<file path="config.mk">
export PLATFORM = sky130hd
export DESIGN_NAME = multdiv_ctrl
export DESIGN_NICKNAME = d
export VERILOG_FILES = /design/src/rtl/multdiv_ctrl_pkg.sv /design/src/rtl/multdiv_ctrl_md_step.sv /design/src/rtl/multdiv_ctrl.sv
export SDC_FILE = /design/constraint.sdc
export NUM_CORES = 1
export LEC_CHECK = 0
export CAP_MARGIN = 20
export CELL_PAD_IN_SITES_DETAIL_PLACEMENT = 1
export CELL_PAD_IN_SITES_GLOBAL_PLACEMENT = 1
export CORE_UTILIZATION = 40
export DETAILED_ROUTE_END_ITERATION = 8
export PLACE_DENSITY = 0.85
export SETUP_SLACK_MARGIN = 0.4
export SYNTH_ARGS = -nofsm -noshare
export SYNTH_HDL_FRONTEND = slang
export SYNTH_SLANG_ARGS = --single-unit
</file>
<file path="constraint.sdc">
create_clock -name clock -period 4.75 [get_ports clock]
set_input_delay 0.95 -clock clock [delete_from_list [all_inputs] [get_ports clock]]
set_output_delay 0.95 -clock clock [all_outputs]
set_load 0.1 [all_outputs]
</file>
<file path="src/rtl/multdiv_ctrl_pkg.sv">
// Shared definitions for the iterative multiply/divide unit.
//   WIDTH    : operand/result width (32)
//   INT_MIN  : most negative operand, its magnitude does not fit in 31 bits
//   NEG_ONE  : all-ones operand (-1)
//   state_t  : controller state encoding
//   mag()    : 33-bit zero-extended magnitude of a two's complement operand
package multdiv_ctrl_pkg;
  localparam int WIDTH = 32;
  localparam logic [WIDTH-1:0] INT_MIN = 32'h8000_0000;
  localparam logic [WIDTH-1:0] NEG_ONE = 32'hFFFF_FFFF;

  typedef enum logic [1:0] {IDLE, MULT_RUN, DIV_RUN, DONE} state_t;

  // |INT_MIN| wraps back to 0x80000000, which is correct when read unsigned.
  function automatic logic [WIDTH:0] mag(input logic [WIDTH-1:0] x);
    return {1'b0, (x[WIDTH-1] ? (~x + 1'b1) : x)};
  endfunction
endpackage

</file>
<file path="src/rtl/multdiv_ctrl_md_step.sv">
// One iteration of the shared 33-bit add/subtract datapath.
//   div    : 0 = shift-and-add multiply step, 1 = restoring divide step
//   hi     : running partial product (mult) or partial remainder (div)
//   lo     : multiplier being consumed (mult) or dividend/quotient (div)
//   opnd   : multiplicand magnitude (mult) or divisor magnitude (div)
//   hi_nxt, lo_nxt : register values after this iteration
module md_step
  import multdiv_ctrl_pkg::*;
(
  input  logic             div,
  input  logic [WIDTH:0]   hi,
  input  logic [WIDTH-1:0] lo,
  input  logic [WIDTH:0]   opnd,
  output logic [WIDTH:0]   hi_nxt,
  output logic [WIDTH-1:0] lo_nxt
);
  logic [WIDTH:0] shl, a, b, sum, sel;

  always_comb begin
    shl = {hi[WIDTH-1:0], lo[WIDTH-1]};
    a   = div ? shl : hi;
    b   = div ? ~opnd : opnd;
    sum = a + b + {{WIDTH{1'b0}}, div};
    sel = hi;
    if (div) begin
      // Both operands stay below 2^32, so bit 32 of the difference is the borrow.
      hi_nxt = sum[WIDTH] ? shl : sum;
      lo_nxt = {lo[WIDTH-2:0], ~sum[WIDTH]};
    end else begin
      sel    = lo[0] ? sum : hi;
      hi_nxt = {1'b0, sel[WIDTH:1]};
      lo_nxt = {sel[0], lo[WIDTH-1:1]};
    end
  end
endmodule

</file>
<file path="src/rtl/multdiv_ctrl.sv">
// Iterative signed 32-bit multiply/divide controller (fixed 33-cycle latency).
//   clock, reset        : rising-edge clock, synchronous active-high reset
//   data_operandA/B     : multiplicand/dividend, multiplier/divisor
//   ctrl_MULT/ctrl_DIV  : one-cycle start pulses (multiply wins on a tie)
//   data_result         : product low word or quotient, held until next DONE
//   data_exception      : mult overflow, div by zero, or INT_MIN / -1
//   data_resultRDY      : one-cycle pulse when result/exception update
module multdiv_ctrl
  import multdiv_ctrl_pkg::*;
#(
  parameter int CNT_W = 6
) (
  input  logic             clock,
  input  logic             reset,
  input  logic [WIDTH-1:0] data_operandA,
  input  logic [WIDTH-1:0] data_operandB,
  input  logic             ctrl_MULT,
  input  logic             ctrl_DIV,
  output logic [WIDTH-1:0] data_result,
  output logic             data_exception,
  output logic             data_resultRDY
);
  state_t           state;
  logic [CNT_W-1:0] cnt;
  logic [WIDTH:0]   hi, opnd, hi_nxt;
  logic [WIDTH-1:0] lo, lo_nxt;
  logic             is_div, neg, div_zero, div_ovf;

  logic             start;
  logic [WIDTH:0]   mag_a, mag_b;
  logic [2*WIDTH-1:0] pmag, prod;
  logic [WIDTH-1:0] qres;
  logic             mult_ovf;

  assign start = ctrl_MULT | ctrl_DIV;
  assign mag_a = mag(data_operandA);
  assign mag_b = mag(data_operandB);

  md_step u_step (
    .div    (is_div),
    .hi     (hi),
    .lo     (lo),
    .opnd   (opnd),
    .hi_nxt (hi_nxt),
    .lo_nxt (lo_nxt)
  );

  // Sign fix-up of the finished magnitudes.
  always_comb begin
    pmag     = {hi[WIDTH-1:0], lo};
    prod     = neg ? (~pmag + 1'b1) : pmag;
    qres     = neg ? (~lo + 1'b1) : lo;
    // Signed overflow unless the upper 33 product bits are a sign extension.
    mult_ovf = ~((&prod[2*WIDTH-1:WIDTH-1]) | ~(|prod[2*WIDTH-1:WIDTH-1]));
  end

  always_ff @(posedge clock) begin
    if (reset) begin
      state          <= IDLE;
      cnt            <= '0;
      hi             <= '0;
      lo             <= '0;
      opnd           <= '0;
      is_div         <= 1'b0;
      neg            <= 1'b0;
      div_zero       <= 1'b0;
      div_ovf        <= 1'b0;
      data_result    <= '0;
      data_exception <= 1'b0;
      data_resultRDY <= 1'b0;
    end else begin
      data_resultRDY <= 1'b0;
      if (start) begin
        // A start in any state (re)launches; an in-flight op is dropped silently.
        state    <= ctrl_MULT ? MULT_RUN : DIV_RUN;
        cnt      <= '0;
        hi       <= '0;
        lo       <= ctrl_MULT ? mag_b[WIDTH-1:0] : mag_a[WIDTH-1:0];
        opnd     <= ctrl_MULT ? mag_a : mag_b;
        is_div   <= ~ctrl_MULT;
        neg      <= data_operandA[WIDTH-1] ^ data_operandB[WIDTH-1];
        div_zero <= (data_operandB == '0);
        div_ovf  <= (data_operandA == INT_MIN) && (data_operandB == NEG_ONE);
      end else begin
        case (state)
          MULT_RUN, DIV_RUN: begin
            hi  <= hi_nxt;
            lo  <= lo_nxt;
            cnt <= cnt + 1'b1;
            if (cnt == CNT_W'(WIDTH-1)) state <= DONE;
          end
          DONE: begin
            state          <= IDLE;
            data_resultRDY <= 1'b1;
            if (!is_div) begin
              data_result    <= prod[WIDTH-1:0];
              data_exception <= mult_ovf;
            end else if (div_zero) begin
              data_result    <= '0;
              data_exception <= 1'b1;
            end else if (div_ovf) begin
              data_result    <= INT_MIN;
              data_exception <= 1'b1;
            end else begin
              data_result    <= qres;
              data_exception <= 1'b0;
            end
          end
          default: ;
        endcase
      end
    end
  end
endmodule

</file>
==> summary.txt <==
Run status
  – Result of the run: complete, no violations

Critical path
  – Worst path max stage delay: 0.72 ns
  – Arrival time worst endpoint: roughly 4.5 ns
  – Slowest CP cell: or4_4
  – CP cell instances: nor3_1, nand2_1, or4_4, or4_1, o41ai_1, xor2_1, or4_1, nor4_1, nor3_1
  – Required time reported for the critical path endpoint: between 5 and 6 ns
  – CP endpoint kind: flop
  – Capture point of the worst reg-to-reg path: data_exception$_SDFFE_PP0P_
  – Depth of the worst register-to-register path: 9
  – Type of the worst setup path: reg -> reg
  – Reg-to-reg slack, setup: 0.56 ns
  – Max Fanout on Critical Path: 11
  – Worst reg2reg path startpoint: lo[24]$_SDFFE_PP0P_
  – Nature of the critical path startpoint: flop

Floorplan
  – Starting density of the core: 0.408
  – Die area: roughly 0.033 mm2
  – Number of top-level design ports: around 100
  – Standard-cell rows: 65
  – Die Y: ~180 um
  – Die extent in x: roughly 180 um
  – Area of the placeable core: 0.0316 mm2

Worst hold path
  – Worst Hold Endpoint: data_result[1]$_SDFFE_PP0P_
  – Worst hold stages: 2
  – Worst hold path startpoint: data_result[1]$_SDFFE_PP0P_
  – Class of the tightest hold or removal check: reg -> reg

Finish
  – Ant. Diodes: 0
  – Register cell area after layout: about 0.0029 mm2
  – Count of fill cells added during filler insertion: 3861
  – Commonest non-fill, non-tap cell in the layout: nor2_1
  – Total area of multi-input combinational cells: around 0.0094 mm2
  – Area growth from synthesis to layout: 16.5%
  – Most frequent cells in the layout: nor2_1, dfxtp_1, nand2_1
  – Fraction of layout cells with a size suffix above 1: 0.0956
  – Final Non-Filler Cells: around 2200
  – Post-layout nets: 1861

CTS
  – CTS Buffer Depth: 2
  – CTS hold repair buffers: 0
  – Worst skew pair latency: ~0.45 ns
  – Clock Pin Slew Worst Setup and Hold Paths: ~0.070 ns
  – CTS Buf Count: 17
  – CTS root buf: clkbuf_16
  – Number of clock sinks: 143
  – CTS H-Tree Depth: 4
  – TritonCTS clock tree: done

Synth
  – Share of cell area taken by muxes after synthesis: 0.0693
  – Synth area leaders: dfxtp_1, xor2_1, nor2_1
  – Combinational family with the most area after synthesis: compound AO/OA/AOI/OAI gates
  – Count of cell types in the netlist: 76
  – Netlist area before placement: 0.0129 mm2
  – Top flip-flop cell by instance count after synthesis: dfxtp_1
  – Complex-gate fraction of the synthesized area: 0.285
  – Net count after synthesis: about 1800
  – Cell accounting for the most synthesized area: dfxtp_1
  – Proportion of synthesized chip area in sequential cells: 0.222
  – Flip-flop and latch count after synthesis: around 140
  – Synthesized-area fraction occupied by xor and xnor cells: 0.118
  – Synthesized-area fraction occupied by and/or/nand/nor cells: 0.214
  – Synth async-reset ratio: 0
  – Number of warnings printed during yosys synthesis: 0
  – Gate Count Post-Synth: 1722
  – Top cell type's share of synthesized area: 0.222
  – Post-synth EDFFs: 0
  – Adder and majority cell fraction of the synthesized area: 0.0375
  – Avg Synthesized Cell Area: around 7.5 um2

Detailed routing
  – Drt drc: 0
  – Final wirelength: roughly 52 mm
  – Antenna Nets Post-Route: 0
  – DRT iter0 DRCs: between 1000 and 1500
  – Vias per Instance: about 6.6
  – Final routed wire length divided by cell count: approximately 24 um
  – Initial DRT Pass Iterations: 5
  – Detailed-route via count: 14254

Pwr
  – Share of total power in the clock network: 0.349
  – Sequential fraction of design power: 0.342
  – Areal power density over the cells: 265 mW/mm2
  – Gate power share: 0.309
  – Cell leakage power: between 5 and 6 nW
  – Worst ir drop on vdd: roughly 250 uV
  – Power Internal: between 2 and 2.5 mW
  – Switching power total: around 1.6 mW
  – Sw Share: 0.390

Place
  – Half-perimeter wire length after placement: ~38 mm
  – Count of port buffers added during placement: a little over 100
  – GP Congestion: ~0.92
  – Dpl cells: approximately 2100

STA
  – Min cycle time layout: 4.19 ns
  – Top achievable clock speed: around 0.24 GHz
  – Final worst clock skew: 0.0177 ns
  – Transition time at the pin with the least slew margin: ~1.0 ns
  – Number of failing setup endpoints in the final timing report: 0
  – Worst-case hold slack: just over 0.5 ns
  – Count of final max-slew check failures: 0
  – Hold Fails Final Rpt: 0
  – Headroom to the max-slew limit: 0.304
  – Setup repair after global routing missed its margin: no
  – Period utilization: 0.882
  – Sum of negative setup slack: 0 ns

GRT
  – Number of global-route vias before repair: 14517
  – Pin count of the biggest net entering global routing: 96
  – Total routing resource utilization after global routing: 0.313
  – Antenna violations before repair: 0
  – Global-route congestion overflow total: 0
  – First-pass GRT wire length: slightly above 80 mm

Run
  – Number of maximum-capacitance constraint violations: 0
-- per-layer routing --
metal  part of all wire  vias up  GRT usage
li1                   -     6467          -
met1               0.41     7056      0.378
met2               0.48      573      0.529
met3              0.051      158     0.0385
met4              0.066        0      0.198
met5                  0        -          0
-- power groups by stage --
stage	logic (mW)	registers (mW)	clock network, mW
finish	1.23	1.36	1.39
global placement	1.13	1.38	0
detailed placement	1.17	1.38	0
floorplan	0.776	1.35	0
CTS	1.19	1.36	1.40
global route	1.31	1.37	1.44
-- cell type report --
class / count / share of cell area
clock buffer: 17 / 0.0283
clock inverter: 15 / 0.0112
inverter: 26 / 0.00650
multi-input combinational: 1397 / 0.624
sequential: 143 / 0.191
tap: 402 / 0.0335
timing repair buffer: 170 / 0.106
-- how the worst max path moves through the flow --
stage                     slack, ns                 from                           to
after floorplan                0.45  is_div$_SDFFE_PP0N_          hi[24]$_SDFFE_PP0N_
after global placement         0.27    data_operandB[10]        opnd[30]$_SDFFE_PP0N_
after detailed placement       0.17    data_operandB[10]          lo[30]$_SDFFE_PP0P_
after CTS                      0.44   lo[1]$_SDFFE_PP0P_  data_exception$_SDFFE_PP0P_
after global routing           0.41   lo[1]$_SDFFE_PP0P_  data_exception$_SDFFE_PP0P_
final                          0.56  lo[24]$_SDFFE_PP0P_  data_exception$_SDFFE_PP0P_
-- worst max-delay path, delay by kind of cell, from the launching register on --
family	cells	cell delay [ns]
AOI/OAI and AO/OA	1	0.34
xor gates and xnor gates	1	0.16
DFF	1	0.33
and+or+nand+nor	7	3.22
-- state kept, by name, indices dropped and copies added (netlist names) --
| register | flops |
|---|---|
| div_zero | 1 |
| opnd | 32 |
| cnt | 6 |
| lo | 32 |
| hi | 33 |
| is_div | 1 |
| neg | 1 |
| data_exception | 1 |
| div_ovf | 1 |
| state | 2 |
| data_result | 32 |
| data_resultRDY | 1 |
-- cells by family (layout without fill, tap and decap cells) --
| logic type | after synthesis | after routing |
|---|---|---|
| adders and majority gates | 38 | 38 |
| DFF | 143 | 143 |
| AOI/OAI and AO/OA | 529 | 529 |
| muxes | 85 | 85 |
| xor gates and xnor gates | 173 | 173 |
| buffers and inverters | 182 | 228 |
| and+or+nand+nor | 572 | 572 |
-- synth_stat cells (14+ instances only) --
library cell,n
a2111oi_0,30
a211oi_1,48
a21o_1,19
a21oi_1,94
a22oi_1,48
and3_1,14
buf_1,19
clkbuf_1,124
dfxtp_1,143
ha_1,37
inv_1,25
mux2_2,34
mux2i_1,51
nand2_1,128
nand2b_1,15
nand3_1,20
nand4_1,22
nor2_1,211
nor3_1,49
nor4_1,21
o211ai_1,16
o21ai_0,102
o31ai_1,38
o41ai_1,25
or3_1,21
or4_1,23
xnor2_1,69
xor2_1,104
-- per-stage QoR --
stage	total power, mW	worst slack (ns)	utilization	area (um2)
finish	3.98	0.559	0.475	15000
global placement	2.51	0.273	0.452	14300
detailed placement	2.55	0.174	0.452	14300
global route	4.11	0.407	0.475	15000
CTS	3.94	0.441	0.471	14900
floorplan	2.12	0.448	-	12900
-- repair_timing --
action	4_1_cts	5_1_grt
resized for setup	2	7
endpoints found under the setup margin	2	32
setup buffers	0	1
No activity file was read; power rests on OpenSTA's default activity.
